**config.mk**
```make
export PLATFORM = sky130hd
export DESIGN_NAME = signal_conflict_monitor
export DESIGN_NICKNAME = d
export VERILOG_FILES = /design/src/rtl/signal_conflict_monitor.sv
export SDC_FILE = /design/constraint.sdc
export NUM_CORES = 1
export LEC_CHECK = 0
export CORE_MARGIN = 4
export CORE_UTILIZATION = 35
export CTS_BUF_LIST = sky130_fd_sc_hd__clkbuf_4 sky130_fd_sc_hd__clkbuf_8
export DETAILED_ROUTE_END_ITERATION = 12
export PLACE_DENSITY = 0.65
export SLEW_MARGIN = 10
export SYNTH_ARGS = -nofsm -noshare
export SYNTH_HDL_FRONTEND = slang
export SYNTH_SLANG_ARGS = --single-unit
```
**constraint.sdc**
```tcl
create_clock -name clk -period 5.8 [get_ports clk]
set_input_delay 1.74 -clock clk [delete_from_list [all_inputs] [get_ports clk]]
set_output_delay 1.74 -clock clk [all_outputs]
set_load 0.005 [all_outputs]
```
**src/rtl/signal_conflict_monitor.sv**
```systemverilog
// Receive-side lamp-bus checker: flags illegal codes, conflicts, walk-with-traffic, yellow and green timing faults.
// Latency: lamp inputs registered at edge N, checks on that sample, fault/force_red registered at edge N+1.
// No backpressure: samples every edge; force_red held until fault_clear plus a clean all-red window. Optional: FAULT_COUNT_EN.
module signal_conflict_monitor #(
  parameter int MIN_YELLOW     = 3,
  parameter int MAX_GREEN      = 20,
  parameter int RECOVER_CYCLES = 8
) (
  input  logic       clk,
  input  logic       reset,
  input  logic [2:0] signal_M1,
  input  logic [2:0] signal_M2,
  input  logic [2:0] signal_M3,
  input  logic [2:0] signal_M4,
  input  logic [2:0] signal_L1,
  input  logic [2:0] signal_L2,
  input  logic [2:0] signal_L3,
  input  logic [2:0] signal_L4,
  input  logic       signal_pedestrian,
  input  logic       fault_clear,
  output logic       fault,
  output logic [2:0] fault_code,
  output logic [3:0] fault_head,
  output logic       force_red,
  output logic       monitor_ok,
  output logic [7:0] fault_count
);

  localparam logic [2:0] RED    = 3'b100;
  localparam logic [2:0] YELLOW = 3'b010;
  localparam logic [2:0] GREEN  = 3'b001;
  localparam logic [4:0] TSAT   = 5'd31;
  localparam logic [4:0] MIN_Y  = 5'(MIN_YELLOW);
  localparam logic [4:0] MAX_G  = 5'(MAX_GREEN);
  localparam int         RW     = $clog2(RECOVER_CYCLES + 1);
  localparam logic [RW-1:0] REC_LAST = RW'(RECOVER_CYCLES - 1);

  typedef enum logic [1:0] {IDLE, MONITOR, FAULT, RECOVER} state_t;

  state_t          state;
  logic [7:0][2:0] samp;        // heads 0-3 = M1-M4, 4-7 = L1-L4
  logic            ped_s;
  logic [7:0][4:0] green_cnt;   // consecutive green samples before the current one
  logic [3:0][4:0] yellow_cnt;  // consecutive yellow samples before the current one
  logic [RW-1:0]   rec_cnt;

  logic [7:0] is_red, is_yel, is_grn, illegal, nonred, maxg;
  logic [3:0] conf, miss, short_y;
  logic       walk, any_hit, all_red_ok, rec_done;
  logic [2:0] hit_code;
  logic [3:0] hit_head;

  // Classify each head and pick the highest-priority violation (later assignments win)
  always_comb begin
    is_red   = '0;
    is_yel   = '0;
    is_grn   = '0;
    illegal  = '0;
    nonred   = '0;
    maxg     = '0;
    miss     = '0;
    short_y  = '0;
    hit_code = 3'd0;
    hit_head = 4'd15;
    for (int h = 0; h < 8; h++) begin
      is_red[h]  = (samp[h] == RED);
      is_yel[h]  = (samp[h] == YELLOW);
      is_grn[h]  = (samp[h] == GREEN);
      illegal[h] = !(is_red[h] || is_yel[h] || is_grn[h]);
      nonred[h]  = !is_red[h];
      maxg[h]    = is_grn[h] && (green_cnt[h] >= MAX_G);
    end
    // Only M heads need a yellow between green and red
    for (int i = 0; i < 4; i++) begin
      miss[i]    = is_red[i] && (green_cnt[i] != 5'd0);
      short_y[i] = is_red[i] && (yellow_cnt[i] != 5'd0) && (yellow_cnt[i] < MIN_Y);
    end
    // Conflict pairs, attributed to the lower head index of each pair
    conf[0] = (nonred[0] && nonred[2]) || (nonred[0] && nonred[3]) || (nonred[5] && nonred[0]);
    conf[1] = (nonred[1] && nonred[2]) || (nonred[1] && nonred[3]) || (nonred[4] && nonred[1]);
    conf[2] = nonred[6] && nonred[2];
    conf[3] = nonred[7] && nonred[3];
    walk    = ped_s && (|nonred);

    for (int h = 7; h >= 0; h--)
      if (maxg[h]) begin hit_code = 3'd6; hit_head = 4'(h); end
    for (int i = 3; i >= 0; i--)
      if (short_y[i]) begin hit_code = 3'd5; hit_head = 4'(i); end
    for (int i = 3; i >= 0; i--)
      if (miss[i]) begin hit_code = 3'd4; hit_head = 4'(i); end
    if (walk) begin hit_code = 3'd3; hit_head = 4'd8; end
    for (int i = 3; i >= 0; i--)
      if (conf[i]) begin hit_code = 3'd2; hit_head = 4'(i); end
    for (int h = 7; h >= 0; h--)
      if (illegal[h]) begin hit_code = 3'd1; hit_head = 4'(h); end
  end

  assign any_hit    = (hit_code != 3'd0);
  assign all_red_ok = (&is_red) && !ped_s;
  assign rec_done   = (state == RECOVER) && all_red_ok && (rec_cnt == REC_LAST);

  // Stage-1 sample registers and per-head colour timers
  always_ff @(posedge clk or negedge reset) begin
    if (!reset) begin
      samp       <= {8{RED}};
      ped_s      <= 1'b0;
      green_cnt  <= '0;
      yellow_cnt <= '0;
    end else begin
      samp  <= {signal_L4, signal_L3, signal_L2, signal_L1,
                signal_M4, signal_M3, signal_M2, signal_M1};
      ped_s <= signal_pedestrian;
      if (rec_done) begin
        green_cnt  <= '0;
        yellow_cnt <= '0;
      end else begin
        for (int h = 0; h < 8; h++)
          green_cnt[h] <= !is_grn[h] ? 5'd0 :
                          (green_cnt[h] == TSAT) ? TSAT : green_cnt[h] + 5'd1;
        for (int i = 0; i < 4; i++)
          yellow_cnt[i] <= !is_yel[i] ? 5'd0 :
                           (yellow_cnt[i] == TSAT) ? TSAT : yellow_cnt[i] + 5'd1;
      end
    end
  end

  // Supervisor FSM with registered status outputs
  always_ff @(posedge clk or negedge reset) begin
    if (!reset) begin
      state      <= IDLE;
      rec_cnt    <= '0;
      fault      <= 1'b0;
      force_red  <= 1'b0;
      monitor_ok <= 1'b0;
      fault_code <= 3'd0;
      fault_head <= 4'd15;
    end else begin
      case (state)
        IDLE: begin
          state      <= MONITOR;
          monitor_ok <= 1'b1;
        end
        MONITOR: begin
          if (any_hit) begin
            state      <= FAULT;
            fault      <= 1'b1;
            force_red  <= 1'b1;
            monitor_ok <= 1'b0;
            fault_code <= hit_code;
            fault_head <= hit_head;
          end
        end
        FAULT: begin
          // Acknowledge takes effect regardless of what is on the bus now
          if (fault_clear) begin
            state   <= RECOVER;
            rec_cnt <= '0;
          end
        end
        RECOVER: begin
          if (rec_done) begin
            state      <= MONITOR;
            rec_cnt    <= '0;
            fault      <= 1'b0;
            force_red  <= 1'b0;
            monitor_ok <= 1'b1;
            fault_code <= 3'd0;
            fault_head <= 4'd15;
          end else if (all_red_ok) begin
            rec_cnt <= rec_cnt + 1'b1;
          end else begin
            rec_cnt <= '0;
          end
        end
        default: state <= IDLE;
      endcase
    end
  end

`ifdef FAULT_COUNT_EN
  logic [7:0] fcnt;
  // Count MONITOR->FAULT entries, saturating; only reset clears it
  always_ff @(posedge clk or negedge reset) begin
    if (!reset)
      fcnt <= 8'd0;
    else if ((state == MONITOR) && any_hit && (fcnt != 8'hFF))
      fcnt <= fcnt + 8'd1;
  end
  assign fault_count = fcnt;
`else
  assign fault_count = 8'd0;
`endif

endmodule
```
# [After elaboration in Yosys (flattened, before gate mapping)]
# Cells that the tools add are included.
# Widths: inputs -> output; s select.
[word_totals] regBits=100 in_bits=28 output_inout_bits=18 wordCells=279
[op_classes] n_addsub=13 order_cmp=12 n_eq_ne=43 n_mux=104 n_reduce_logical=80
[op_table] cell="$mux 4" n=34
[op_table] cell="$mux 5" n=24
[op_table] cell="$mux 3" n=31
[op_table] cell="$add 5x1->5 const B" n=12
[op_table] cell="$eq 5x5->1 const B" n=12
[op_table] cell="$ge 5x5->1 const B" n=8
[op_table] cell="$mux 40" n=1
[op_table] cell="$reduce_bool 5->1" n=8
[op_table] cell="$logic_and 1x1->1" n=32
[op_table] cell="$eq 3x1->1 const B" n=8
[op_table] cell="$eq 3x2->1 const B" n=8
[op_table] cell="$eq 3x3->1 const B" n=8
[op_table] cell="$logic_or 1x1->1" n=20
[op_table] cell="$lt 5x2->1 const B" n=4
[op_table] cell="$mux 20" n=1
[op_table] cell="$pmux 4 s2" n=2
[op_table] cell="$logic_not 1->1" n=9
[op_table] cell="$reduce_and 3->1" n=3
[op_table] cell="$pmux 2 s4" n=1
[op_table] cell="$reduce_and 8->1" n=1
[op_table] cell="$reduce_or 8->1" n=1
[op_table] cell="$mux 2" n=3
[op_table] cell="$ne 2x2->1 const B" n=3
[op_table] cell="$pmux 3 s2" n=1
[op_table] cell="other kinds (11)" n=17

# [Longest topological paths before layout]
# Gate-level depths: netlist (run 1).
[logic_depth] word_depth=34 mapped_depth=10 ltp_nobuf=9

# [Least setup slack after synthesis (run 1)]
# No wires, ideal clock.
[synth_path] kind="reg-to-reg" from="reg samp[8] (netlist bit)" to="reg force_red" setup_time_ps=118 arrival_time_ps=2415 t_required_ps=5682 path_slack_ps=3267 path_stages_with_launch=8 path_buffers=0 synth_period_minus_slack_ps=2533 path_cell_list="dfstp_2 -> or3b_2 -> a22oi_1 -> nand2b_4 -> or4_4 -> o31ai_4 -> nor2_1 -> a21o_1"
[synth_via] elab_chain_cells=29 elab_cells_between_ends=51 classes_between="eq/ne (5); mux (24); reduce/logical (22)"
[synth_lines] item="start, declared" line_no="41" text="logic [7:0][2:0] samp;"
[synth_lines] item="start signal, assigned" line_no="105" text="samp <= {8{RED}};"
[synth_lines] item="start signal, assigned" line_no="110" text="samp <= {signal_L4, signal_L3, signal_L2, signal_L1,"
[synth_lines] item="$eq 3x1->1" line_no="68" text="is_grn[h] = (samp[h] == GREEN);"
[synth_lines] item="$logic_and 1x1->1" line_no="71" text="maxg[h] = is_grn[h] && (green_cnt[h] >= MAX_G);"
[synth_lines] item="$mux 3 (3 in a row)" line_no="86" text="if (maxg[h]) begin hit_code = 3'd6; hit_head = 4'(h); end"
[synth_lines] item="$mux 3 (4 in a row)" line_no="88" text="if (short_y[i]) begin hit_code = 3'd5; hit_head = 4'(i); end"
[synth_lines] item="$mux 3 (4 in a row)" line_no="90" text="if (miss[i]) begin hit_code = 3'd4; hit_head = 4'(i); end"
[synth_lines] item="$mux 3" line_no="91" text="if (walk) begin hit_code = 3'd3; hit_head = 4'd8; end"
[synth_lines] item="$mux 3 (4 in a row)" line_no="93" text="if (conf[i]) begin hit_code = 3'd2; hit_head = 4'(i); end"
[synth_lines] item="$mux 3 (8 in a row)" line_no="95" text="if (illegal[h]) begin hit_code = 3'd1; hit_head = 4'(h); end"
[synth_lines] item="$reduce_bool 3->1" line_no="98" text="assign any_hit = (hit_code != 3'd0);"
[synth_lines] item="$ne 2x2->1 (no source line)"
[synth_lines] item="$reduce_and 3->1 (no source line) *"
[synth_lines] item="end signal, assigned" line_no="133" text="force_red <= 1'b0;"
[synth_lines] item="end signal, assigned" line_no="147" text="force_red <= 1'b1;"
[synth_lines] item="end signal, assigned" line_no="165" text="force_red <= 1'b0;"
[synth_lines] item="end, declared" line_no="24" text="output logic force_red,"
# Mark *: on every way between the ends. The rest lies on a longest branch, timed or not.
# A chain may end at the register's enable or synchronous reset.

# [Worst setup path after layout (run 1)]
[layout_path] from="reg fault_head[2]" to="out fault_head[2]"
[layout_lines] item="start, declared" line_no="23" text="output logic [3:0] fault_head,"
[layout_lines] item="start signal, assigned" line_no="150" text="fault_head <= hit_head;"
# No word-level cell between the ends.

==> impl_metrics.env, run 1 <==
export IMPL_p_sw_mw=0.287
export IMPL_comb_power_share_pct=7.3
export IMPL_grt_pass1_vias=3684
export IMPL_synth_edff_count=0
export IMPL_timing_fmax_mhz=318
export IMPL_ys_ff_latch=100
export IMPL_setup_viol=0
export IMPL_io_pins=46
export IMPL_setup_slack_ns=2.65
export IMPL_holdPathEnd="fault_head[3]"
export IMPL_area_growth_syn_to_layout_pct=13.3
export IMPL_wl_per_cell_um=14.1
export IMPL_start_util_pct=36.3
export IMPL_maxSlewHeadroom_pct=39.6
export IMPL_cp_slowest_cell="dfstp_2"
export IMPL_port_buffers=37
export IMPL_worstSetupStartpointType="flip-flop"
export IMPL_grt_pass1_wl_mm=17.3
export IMPL_tns_ns=0
export IMPL_cpPeakStageDelay_ns=0.54
export IMPL_critPathArrivalTime_ns=1.41
export IMPL_drive_gt1_share_pct=10.4
export IMPL_postCtsResizedCells=0
export IMPL_end_kind="output port"
export IMPL_final_cell_mix="dfrtp_1 (88), a21oi_1 (57), inv_1 (41)"
export IMPL_total_leakage_power_nw=2.32
export IMPL_async_flop_share_pct=100
export IMPL_rr_startpoint="samp[8]"
export IMPL_worstPathRequired_ns=4.06
export IMPL_worstHoldStart="fault_head[3]"
export IMPL_grt_start_max_net_pins=74
export IMPL_h_tree_depth=3
export IMPL_hp_class="reg -> reg"
export IMPL_rsz0062_at_grt="false"
export IMPL_synth_area_um2=5120
export IMPL_antenna_found_initial=0
export IMPL_hpwl_mm=7.69
export IMPL_fin_util_pct=41.1
export IMPL_clk_path_buf_depth=2
export IMPL_synth_warnings=0
export IMPL_postLayoutCellArea_um2=5790
export IMPL_reg2reg_to="force_red"
export IMPL_drv_slew=0
export IMPL_dr_pass1_iters=4
export IMPL_clkPwrFrac_pct=33.7
export IMPL_via_per_inst=5.17
export IMPL_fin_nets=592
export IMPL_synth_cells=502
export IMPL_clk_pin_slew_ns=0.09
export IMPL_final_common_cell="dfrtp_1"
export IMPL_cts_tree="done"
export IMPL_cts_setup_buffers=0
export IMPL_r2r_cells=7
export IMPL_path_cells="clkdlybuf4s50_1"
export IMPL_p_seq_share_pct=59.0
export IMPL_cts_root_buf="clkbuf_8"
export IMPL_critPathKind="reg -> out"
export IMPL_power_mw=1.23
export IMPL_cp_max_fo=2
export IMPL_drc=0
export IMPL_die_h_um=129
export IMPL_diodes=0
export IMPL_yosysSeqAreaShare_pct=49.2
export IMPL_overflow=0
export IMPL_dr_total_vias=3725
export IMPL_first_iter_violations=226
export IMPL_postPlaceCellArea_um2=5610
export IMPL_synth_main_ff_cell="dfrtp_1"
export IMPL_cts_sinks=100
export IMPL_period_minus_slack_ns=3.15
export IMPL_period_share_pct=54.3
export IMPL_cts_hold_buf=0
export IMPL_power_internal_mw=0.945
export IMPL_peakVddDrop_v=0.0000922
export IMPL_gp_congestion=0.856
export IMPL_holdPathStages=2
export IMPL_cp_top_family="flip-flops"
export IMPL_die_area_um2=16600
export IMPL_wirelength_mm=10.1
export IMPL_tightest_slew_ns=0.906
export IMPL_ant_nets=0
export IMPL_dp_slack_ns=2.61
export IMPL_track_usage_pct=13.0
export IMPL_cp_num_buf_inv=1
export IMPL_dieWidth_um=129
export IMPL_cts_made_buffers=9
export IMPL_row_count=43
export IMPL_hold_violations=0
export IMPL_timing_max_cap_violations=0
export IMPL_syn_area_per_cell_um2=10.2
export IMPL_final_setup_skew_ns=0.00970
export IMPL_fill_cells=1381
export IMPL_run_status="finished, final reports clean"
export IMPL_clk_insertion_delay_late_ns=0.38
export IMPL_switching_share_pct=23.3
export IMPL_synth_cell_types=54
export IMPL_core_area_um2=14100
export IMPL_p_per_area_nw_per_um2=212
export IMPL_reg2reg_slack_ns=2.73
[routing by layer]
layer / up-vias / GRT usage [%] / share of wire [%]
li1: 1830 / - / -
met5: - / 0 / 0
met3: 20 / 3.28 / 3.4
met2: 70 / 21.6 / 49
met4: 0 / 4.88 / 1.8
met1: 1805 / 16.4 / 46
[area by class of cell]
type                    instances  area [um2]  area share (%)
flip-flops and latches        100        2520            43.4
multi-input cells             345        2340            40.4
repair buffers                 38         375            6.48
well taps                     180         225            3.89
clock buffers                  14         174            3.00
inverters                      41         154            2.66
clock inverters                 2        10.0           0.173
[worst register-to-register path: cells and delay by family, from the launching register on]
kind	cells	cell delay (ns)
compound gates	3	1.05
simple gates	4	1.38
flops	1	0.54
[cell usage after synthesis, drive strengths merged, types with 6 or more instances]
cell type | instances | share of area, %
nor4 | 6 | 0.98
xor2 | 13 | 2.2
nand4 | 13 | 1.6
a21oi | 57 | 5.6
nand2b | 6 | 0.88
buf | 13 | 1.8
nand3 | 17 | 1.7
dfrtp | 88 | 43
or3b | 18 | 3.1
a31oi | 14 | 1.7
o21ai | 29 | 2.8
inv | 41 | 3.0
dfstp | 12 | 6.2
xnor2 | 17 | 2.9
nand2 | 15 | 1.1
nor2 | 30 | 2.2
clkbuf | 10 | 0.76
o22ai | 8 | 0.98
ha | 29 | 7.1
o31ai | 8 | 1.7
[state kept, by name (all words and copies together), names as in the netlist]
register	cells
green_cnt	40
samp	24
yellow_cnt	20
fault_head	4
rec_cnt	4
fault_code	3
state	2
force_red	1
monitor_ok	1
ped_s	1
[power by group through the flow]
stage	logic, mW	clock network [mW]	registers [mW]
finish	0.0896	0.415	0.727
global route	0.102	0.461	0.729
CTS	0.0908	0.436	0.727
detailed placement	0.0905	0	0.740
global placement	0.0887	0	0.739
floorplan	0.0523	0	0.735
[through the flow]
step	hold slack, ns	cells
2_1_floorplan	0.438	509
3_3_place_gp	0.453	704
3_5_place_dp	0.464	704
4_1_cts	0.477	720
5_1_grt	0.509	720
6_report	0.473	720
[logic make-up after synthesis]
logic type      synth area share [%]
compound gates                  16.7
fa+ha+maj                       7.09
other cells                   0.0733
mux                            0.587
buf+inv                         5.60
simple gates                    15.7
flops                           49.2
xor+xnor                        5.14
[how the worst max path moves through the flow]
| stage | startpoint | to | depth (start not counted) |
|---|---|---|---|
| final | fault_head[2] | fault_head[2] | 1 |
| after global routing | samp[8] | force_red | 7 |
| after CTS | fault_head[1] | fault_head[1] | 1 |
| after detailed placement | fault_clear | rec_cnt[3] | 4 |
| after global placement | fault_clear | rec_cnt[3] | 4 |
| after floorplan | samp[8] | force_red | 7 |
Note: power is estimated with default switching activity, not from simulation.
==> inputs of run 2 (changes only) <==
==> constraint.sdc (replaced) <==
create_clock -name clk -period 2.9 [get_ports clk]
set_input_delay 0.87 -clock clk [delete_from_list [all_inputs] [get_ports clk]]
set_output_delay 0.87 -clock clk [all_outputs]
set_load 0.005 [all_outputs]
==> impl_metrics.env, run 2 (synthesis results as in run 1) <==
export IMPL_timing_max_cap_violations=0
export IMPL_start_util_pct=36.3
export IMPL_clk_pin_slew_ns=0.09
export IMPL_io_pins=46
export IMPL_wirelength_mm=10.6
export IMPL_final_setup_skew_ns=0.0119
export IMPL_setup_viol=0
export IMPL_area_growth_syn_to_layout_pct=16.1
export IMPL_regMostFlops="green_cnt"
export IMPL_path_cells="inv_1 -> ha_1 -> or4b_2 -> o2bb2ai_1 -> nor2_1 -> nand3_2 -> o31ai_4 -> buf_4 -> nor2b_1 -> a21oi_1"
export IMPL_clk_insertion_delay_late_ns=0.38
export IMPL_hp_class="reg -> reg"
export IMPL_total_leakage_power_nw=2.41
export IMPL_worstSetupStartpointType="flip-flop"
export IMPL_cp_num_buf_inv=2
export IMPL_reg2reg_to="fault_head[0]"
export IMPL_power_mw=2.55
export IMPL_via_per_inst=5.24
export IMPL_fill_cells=1331
export IMPL_maxSlewHeadroom_pct=55.5
export IMPL_worstHoldStart="fault_head[3]"
export IMPL_tns_ns=0
export IMPL_grt_pass1_vias=3781
export IMPL_run_status="finished, final reports clean"
export IMPL_p_per_area_nw_per_um2=429
export IMPL_drc=0
export IMPL_peakVddDrop_v=0.000276
export IMPL_diodes=0
export IMPL_startpoint="green_cnt[15]"
export IMPL_drive_gt1_share_pct=13.0
export IMPL_cp_max_fo=12
export IMPL_cts_hold_buf=0
export IMPL_final_cell_mix="dfrtp_1 (88), a21oi_1 (57), inv_1 (41)"
export IMPL_antenna_found_initial=0
export IMPL_fin_nets=605
export IMPL_cts_root_buf="clkbuf_8"
export IMPL_track_usage_pct=13.6
export IMPL_h_tree_depth=3
export IMPL_r2r_cells=10
export IMPL_period_share_pct=93.5
export IMPL_period_minus_slack_ns=2.71
export IMPL_critPathKind="reg -> reg"
export IMPL_first_iter_violations=182
export IMPL_core_area_um2=14100
export IMPL_port_buffers=37
export IMPL_cp_top_family="simple AND/OR/NAND/NOR gates"
export IMPL_dr_total_vias=3838
export IMPL_critPathArrivalTime_ns=3.03
export IMPL_tightest_slew_ns=0.667
export IMPL_wl_per_cell_um=14.5
export IMPL_hold_violations=0
export IMPL_row_count=43
export IMPL_largestRegisters="green_cnt: 40 flops, samp: 24 flops, yellow_cnt: 20 flops"
export IMPL_dieWidth_um=129
export IMPL_ant_nets=0
export IMPL_gp_congestion=0.972
export IMPL_dr_pass1_iters=5
export IMPL_cp_slowest_cell="or4b_2"
export IMPL_clk_path_buf_depth=2
export IMPL_overflow=0
export IMPL_die_area_um2=16600
export IMPL_hpwl_mm=8.12
export IMPL_end_kind="flip-flop"
export IMPL_final_common_cell="dfrtp_1"
export IMPL_reg2reg_slack_ns=0.19
export IMPL_cpPeakStageDelay_ns=0.62
export IMPL_holdPathEnd="fault_head[3]"
export IMPL_grt_start_max_net_pins=53
export IMPL_timing_fmax_mhz=369
export IMPL_drv_slew=0
export IMPL_cts_sinks=100
export IMPL_rr_startpoint="green_cnt[15]"
export IMPL_worstPathRequired_ns=3.21
export IMPL_cts_made_buffers=9
export IMPL_cts_tree="done"
export IMPL_grt_pass1_wl_mm=17.9
export IMPL_die_h_um=129
export IMPL_largest_reg_flops=40
export IMPL_holdPathStages=2
-- run 2: cell count changes in the layout (fill, tap and decap cells not counted), moves of 2 or more --
cell and change:
buf_4 +13, nor4_4 +2, nor4_2 -2, clkbuf_8 -2
-- run 2: layout make-up --
class | instances | area, um2 | area share (%)
clock buffer | 12 | 146 | 2.47
clock inverter | 4 | 51.3 | 0.864
inverter | 41 | 154 | 2.59
multi-input combinational | 345 | 2370 | 39.9
sequential | 100 | 2520 | 42.4
tap | 180 | 225 | 3.79
timing repair buffer | 51 | 473 | 7.96
-- run 2: what timing repair did --
action	in CTS	in global routing
setup endpoints to repair	0	10
gates resized for setup	0	6
buffers inserted	0	1
-- run 2: how the worst max path moves through the flow --
stage / slack [ns] / end / depth (start not counted)
after floorplan: 0.37 / force_red / 7
after global placement: 0.11 / fault_head[0] / 8
after detailed placement: 0.05 / fault_head[0] / 8
after CTS: 0.02 / fault_head[0] / 8
after global routing: -0.008 / fault_head[0] / 10
final: 0.19 / fault_head[0] / 10
-- run 2: metal layers --
metal  track usage [%]  vias up  wire [um]
met5                 0        -          0
met1              17.3     1889       4870
met3              3.11       22        394
met2              21.6       71       5040
li1                  -     1856          -
met4              7.10        0        313
-- run 2: metrics by stage --
stage / instance area (um2) / util [%] / hold slack [ns] / cells / setup slack [ns]
final: 5940 / 42.1 / 0.473 / 733 / 0.188
after global routing: 5940 / 42.1 / 0.504 / 733 / -0.00833
after CTS: 5900 / 41.8 / 0.482 / 732 / 0.0218
after detailed placement: 5700 / 40.4 / 0.469 / 716 / 0.0451
after global placement: 5700 / 40.4 / 0.452 / 716 / 0.110
after floorplan: 5140 / - / 0.438 / 509 / 0.367
-- run 2: tightest hold or removal path: stages, from the launching register on --
cell and delay, ns:
dfstp_2 0.38, nand2_1 0.04, o21ai_1 0.06
-- run 2: power by group --
part | total (mW) | switching (mW) | internal (mW)
Sequential | 1.45 | 0.0293 | 1.42
Clock | 0.905 | 0.476 | 0.428
Combinational | 0.192 | 0.105 | 0.0864
==> inputs of run 3 (changes only) <==
--- a/config.mk
+++ b/config.mk
@@ -9,6 +9,7 @@
 export CORE_UTILIZATION = 35
 export CTS_BUF_LIST = sky130_fd_sc_hd__clkbuf_4 sky130_fd_sc_hd__clkbuf_8
 export DETAILED_ROUTE_END_ITERATION = 12
+export HOLD_SLACK_MARGIN = 0.1
 export PLACE_DENSITY = 0.65
 export SLEW_MARGIN = 10
 export SYNTH_ARGS = -nofsm -noshare
==> results of run 3 <==
Same layout as run 2: the final DEF is identical, and so are final timing and power.
